==> config.mk <==
export PLATFORM = sky130hd
export DESIGN_NAME = tile_order_shuffler
export DESIGN_NICKNAME = d
export VERILOG_FILES = /design/src/rtl/tile_order_shuffler.sv
export SDC_FILE = /design/constraint.sdc
export NUM_CORES = 1
export LEC_CHECK = 0
export CORE_ASPECT_RATIO = 1.2
export CORE_MARGIN = 1.5
export CORE_UTILIZATION = 40
export CTS_BUF_LIST = sky130_fd_sc_hd__clkbuf_8
export CTS_CLUSTER_DIAMETER = 60
export CTS_CLUSTER_SIZE = 20
export DETAILED_ROUTE_END_ITERATION = 10
export HOLD_SLACK_MARGIN = 0.1
export SYNTH_ARGS = -nofsm -noshare
export SYNTH_HDL_FRONTEND = slang
export SYNTH_SLANG_ARGS = --single-unit
==> constraint.sdc <==
create_clock -name clk -period 17.9 [get_ports clk]
set_input_delay 2.685 -clock clk [delete_from_list [all_inputs] [get_ports clk]]
set_output_delay 2.685 -clock clk [all_outputs]
set_load 0.02 [all_outputs]
==> src/rtl/tile_order_shuffler.sv <==
// Produces random edge/center tile permutations by running a Fisher-Yates shuffle
// one swap per cycle. Random bits come from a free-running LFSR.
//
// state  | meaning
// IDLE   | waiting for start; outputs hold the last published orders
// INIT   | load identity into the working arrays and set both indices
// SHUF_E | swap edge slot i_e with a random slot in 0..i_e
// SHUF_C | swap center slot i_c with a random slot in 0..i_c, then publish
// DONE   | one-cycle done pulse
module tile_order_shuffler #(
  parameter int          EDGE_N   = 24,
  parameter int          EDGE_W   = 5,
  parameter int          CENTER_N = 12,
  parameter int          CENTER_W = 4,
  parameter logic [15:0] SEED     = 16'hACE1
) (
  input  logic                         clk,
  input  logic                         rst,
  input  logic                         start,
  output logic                         busy,
  output logic                         done,
  output logic                         valid,
  output logic [EDGE_N*EDGE_W-1:0]     edge_order,
  output logic [CENTER_N*CENTER_W-1:0] center_order
);

  localparam logic [15:0] LFSR_INIT = (SEED == 16'h0000) ? 16'h0001 : SEED;

  typedef enum logic [2:0] {IDLE, INIT, SHUF_E, SHUF_C, DONE} state_t;

  state_t              state, state_nxt;
  logic [15:0]         lfsr, lfsr_nxt;
  logic [7:0]          r;
  logic [EDGE_W-1:0]   i_e, i_e_p1, j_e;
  logic [CENTER_W-1:0] i_c, i_c_p1, j_c;
  logic [EDGE_W+7:0]   prod_e;
  logic [CENTER_W+7:0] prod_c;
  logic [EDGE_W-1:0]   w_e     [EDGE_N];
  logic [EDGE_W-1:0]   w_e_swp [EDGE_N];
  logic [CENTER_W-1:0] w_c     [CENTER_N];
  logic [CENTER_W-1:0] w_c_swp [CENTER_N];

  always_ff @(posedge clk) begin
    if (rst) state <= IDLE;
    else     state <= state_nxt;
  end

  always_comb begin
    state_nxt = state;
    case (state)
      IDLE:    if (start) state_nxt = INIT;
      INIT:    state_nxt = SHUF_E;
      SHUF_E:  if (i_e == EDGE_W'(1)) state_nxt = SHUF_C;
      SHUF_C:  if (i_c == CENTER_W'(1)) state_nxt = DONE;
      DONE:    state_nxt = IDLE;
      default: state_nxt = IDLE;
    endcase
  end

  always_comb begin
    busy = (state != IDLE);
    done = (state == DONE);
  end

  // Galois LFSR, mask 16'hB400, shifting right
  always_comb begin
    lfsr_nxt = {1'b0, lfsr[15:1]} ^ (lfsr[0] ? 16'hB400 : 16'h0000);
    r        = lfsr[7:0];
  end

  // Scale r into 0..i by taking the top bits of r*(i+1)
  always_comb begin
    i_e_p1 = i_e + EDGE_W'(1);
    i_c_p1 = i_c + CENTER_W'(1);
    prod_e = {{EDGE_W{1'b0}}, r} * {8'h00, i_e_p1};
    prod_c = {{CENTER_W{1'b0}}, r} * {8'h00, i_c_p1};
    j_e    = EDGE_W'(prod_e >> 8);
    j_c    = CENTER_W'(prod_c >> 8);
  end

  always_comb begin
    w_e_swp      = w_e;
    w_e_swp[i_e] = w_e[j_e];
    w_e_swp[j_e] = w_e[i_e];
    w_c_swp      = w_c;
    w_c_swp[i_c] = w_c[j_c];
    w_c_swp[j_c] = w_c[i_c];
  end

  always_ff @(posedge clk) begin
    if (rst) begin
      lfsr  <= LFSR_INIT;
      i_e   <= '0;
      i_c   <= '0;
      valid <= 1'b0;
      for (int k = 0; k < EDGE_N; k++) begin
        w_e[k]                          <= EDGE_W'(k);
        edge_order[k*EDGE_W +: EDGE_W]  <= EDGE_W'(k);
      end
      for (int k = 0; k < CENTER_N; k++) begin
        w_c[k]                              <= CENTER_W'(k);
        center_order[k*CENTER_W +: CENTER_W] <= CENTER_W'(k);
      end
    end else begin
      lfsr <= lfsr_nxt;
      case (state)
        INIT: begin
          for (int k = 0; k < EDGE_N; k++)   w_e[k] <= EDGE_W'(k);
          for (int k = 0; k < CENTER_N; k++) w_c[k] <= CENTER_W'(k);
          i_e <= EDGE_W'(EDGE_N - 1);
          i_c <= CENTER_W'(CENTER_N - 1);
        end
        SHUF_E: begin
          w_e <= w_e_swp;
          if (i_e != EDGE_W'(1)) i_e <= i_e - EDGE_W'(1);
        end
        SHUF_C: begin
          w_c <= w_c_swp;
          if (i_c != CENTER_W'(1)) begin
            i_c <= i_c - CENTER_W'(1);
          end else begin
            // Publish including this cycle's final swap so DONE shows the new orders
            for (int k = 0; k < EDGE_N; k++)
              edge_order[k*EDGE_W +: EDGE_W] <= w_e[k];
            for (int k = 0; k < CENTER_N; k++)
              center_order[k*CENTER_W +: CENTER_W] <= w_c_swp[k];
            valid <= 1'b1;
          end
        end
        default: ;
      endcase
    end
  end

endmodule
==> summary.md <==
| Metric | Value |
|---|---|
| Status | `finished, violations left` |
| Failing checks | `DRC` |
| Io pins | `174` |
| Vias per inst | `6.28` |
| TritonRoute pass-1 iters | `9` |
| Design Power | `3380 µW` |
| Seq/Total Area, Yosys | `0.340` |
| Syn_area_per_cell | `8.00 µm²` |
| Synth area leaders | `dfxtp_1 34%, nand2_1 9.0%, a21oi_1 5.2%, mux4_2 4.4%, nor2_1 4.1%` |
| Synth unique cells | `96` |
| Initial antenna violation count | `1` |
| Post-Synth Adder-Cell Area | `0.0506` |
| Drt wl/cell | `25.7 µm` |
| Final Hold Fails | `0` |
| Worst Path Arrival | `8.50 ns` |
| CTS Buf Count | `30` |
| Achievable Freq | `126 MHz` |
| EDFF count, synth | `0` |
| Max_slew headroom | `0.0833` |
| Count leader, synth | `nand2_1` |
| Port bufs | `173` |
| Setup Fix Bufs, Post-CTS | `0` |
| Maxcap violations | `0` |
| Number of DRC markers in iteration 0 | `2273` |
| Worst hold path class | `reg -> reg` |
| R2R depth | `18` |
| CTS H-tree depth | `1` |
| # setup viols final | `0` |
| Clk slew on worst S/H paths | `0.10 ns` |
| Startpoint Class | `flip-flop` |
| Min Tclk post-route | `between 7 and 8 ns` |
| Clk_lat worst skew | `roughly 0.71 ns` |
| Leakage | `between 0.008 and 0.009 µW` |
| CTS resizes | `0` |
| Mapped cell area | `0.0215 mm²` |
| Hpwl dp | `63.7 mm` |
| GPL Wtd Cong | `1.02` |
| Largest family of logic cells by synthesized area | `compound AO/OA/AOI/OAI gates` |
| Core ar. | `0.0528 mm²` |
| Post-Syn Nets | `2757` |
| Setup TNS | `0 ns` |
| Main flop type after synthesis | `dfxtp_1` |
| Yosys top cell by area | `dfxtp_1` |
| Final worst-path cycle share | `0.443` |
| Pwr dens | `139 mW/mm²` |
| Critical R2R Launch | `i_e[1]` |
| Worst Setup End Kind | `flip-flop` |
| Flops & latches, synth | `~370` |
| Die width | `approximately 210 µm` |
| Critical Path End | `w_e[40]` |
| GRT Util Overall | `0.312` |
| Setup crit start | `i_e[1]` |
| Largest net degree at the start of global routing | `167` |
| R2R setup slack | `~10 ns` |
| Residual DRC | `2` |
| Post-synthesis simple-gate area fraction | `0.231` |
| Worst vdd ir | `around 110 µV` |
| Layout Nets | `2801` |
| Xor and xnor area share after synthesis | `0.00850` |
| Worst Tran Pin Value | `1.34 ns` |
| Top cell type's share of synthesized area | `0.340` |
| Die height | `around 260 µm` |
| Die area | `0.0551 mm²` |
| Initial core utilization | `0.407` |
| CP max FO | `19` |
| Pins over their slew limit | `0` |
| Post-synthesis compound-gate area fraction | `0.235` |
| RSZ-0062 raised after global routing | `no` |
| Max clock buf depth | `3` |
| CP required | `18.46 ns` |
| Std-Cell Rows | `between 90 and 100` |
| Vias in the first global route | `20800` |
| Hold buffers post-CTS | `0` |
| Total routed wirelength | `88.9 mm` |
| Post-synth top cells | `513 x nand2_1, 365 x dfxtp_1, 237 x nor2_1` |
| Vias post-DR | `21700` |
| Share of cells above drive strength 1 | `0.0822` |
| Sink Count | `365` |
| Mux cell area share after synthesis | `0.0792` |
| R2r endpoint | `w_e[40]` |
| Clock Skews | `0.0413 ns` |
| Gr ovfl total | `0` |
| Crit path kind | `reg -> reg` |
| First-pass GRT wire length | `133 mm` |
| Layout area overhead | `13.5%` |
| Synth warn | `0` |
| Fillers | `between 5000 and 6000` |
| CTS tree | `done` |
| Async S/R FF share, synth | `0` |
| Final ANT Viol Nets | `0` |
| Cells after Synth | `2684` |
| Clk root buf | `clkbuf_8` |
[state kept, by name, summed over array words and instances, names as in the netlist]
register,count
edge_order,120
w_e,120
center_order,48
w_c,48
lfsr,16
i_e,5
i_c,4
state,3
valid,1
[per-layer routing]
metal | GRT usage | up-vias | wire length (µm)
li1 | - | 9724 | -
met1 | 0.366 | 10400 | 33600
met2 | 0.531 | 1213 | 42000
met3 | 0.0493 | 327 | 6730
met4 | 0.202 | 0 | 6540
met5 | 0 | - | 0
[cells by family after synthesis]
logic type | Yosys count
AND/OR/NAND/NOR | 1092
AO/OA/AOI/OAI | 734
multiplexers | 115
flip-flops | 365
buffers and inverters | 288
XOR/XNOR | 20
adder cells (fa/ha/maj) | 70
[cell type report]
class,instances,area [µm²],area share
inverter,78,293,0.0120
multi-input combinational,2031,13100,0.536
timing repair buffer,222,2110,0.0867
clock inverter,20,269,0.0110
tap,705,882,0.0362
clock buffer,32,440,0.0181
antenna,1,2.50,0.000103
sequential,365,7310,0.300
[cell usage in the layout, fill, tap and decap left out, types with 47 or more instances in the layout]
cell,netlist,final
dfxtp_1,365,364
buf_4,10,48
inv_1,76,77
nand2_1,513,513
mux2i_1,56,56
a21oi_1,222,222
nor2_1,237,236
o21ai_0,106,106
nand3b_1,47,47
nand3_1,53,52
clkdlybuf4s50_1,0,172
[through the flow]
stage,area [µm²],cells,setup slack [ns],util,hold slack (ns)
floorplan,21500,2684,11.95,-,0.389
global placement,23700,3401,10.26,0.448,0.391
detailed placement,23700,3401,10.19,0.448,0.393
CTS,24400,3453,10.16,0.461,0.420
global route,24400,3453,9.62,0.461,0.443
finish,24400,3454,9.96,0.461,0.422
[worst min path at each step]
| stage | from | to | slack [ns] | cells past startpoint |
|---|---|---|---|---|
| after floorplan | lfsr[12] | lfsr[11] | 0.39 | 1 |
| after global placement | lfsr[8] | lfsr[7] | 0.39 | 1 |
| after detailed placement | lfsr[8] | lfsr[7] | 0.39 | 1 |
| after CTS | lfsr[8] | lfsr[7] | 0.42 | 1 |
| after global routing | lfsr[8] | lfsr[7] | 0.44 | 1 |
| final | lfsr[8] | lfsr[7] | 0.42 | 1 |
[power breakdown]
part           switching [µW]  total, µW  internal (µW)
Clock                     346        561            216
Sequential               33.8        863            829
Combinational            1430       1950            523
Total                    1810       3380           1570
[critical path: stages (launching register included)]
cell and delay [ns]:
dfxtp_1 0.35, ha_1 0.76, nand3_1 0.18, xor2_1 0.51, nand2b_1 0.20, fa_1 0.44, fa_1 0.50, inv_1 0.04
ha_1 0.17, ha_1 0.86, xnor2_2 0.15, a2111oi_1 0.93, or2_1 0.78, a221oi_1 0.21, o21ai_1 0.25, nand3_1 0.62
buf_4 0.47, a221oi_1 0.28, a21oi_1 0.10
Power figures use the tool's default switching activity.
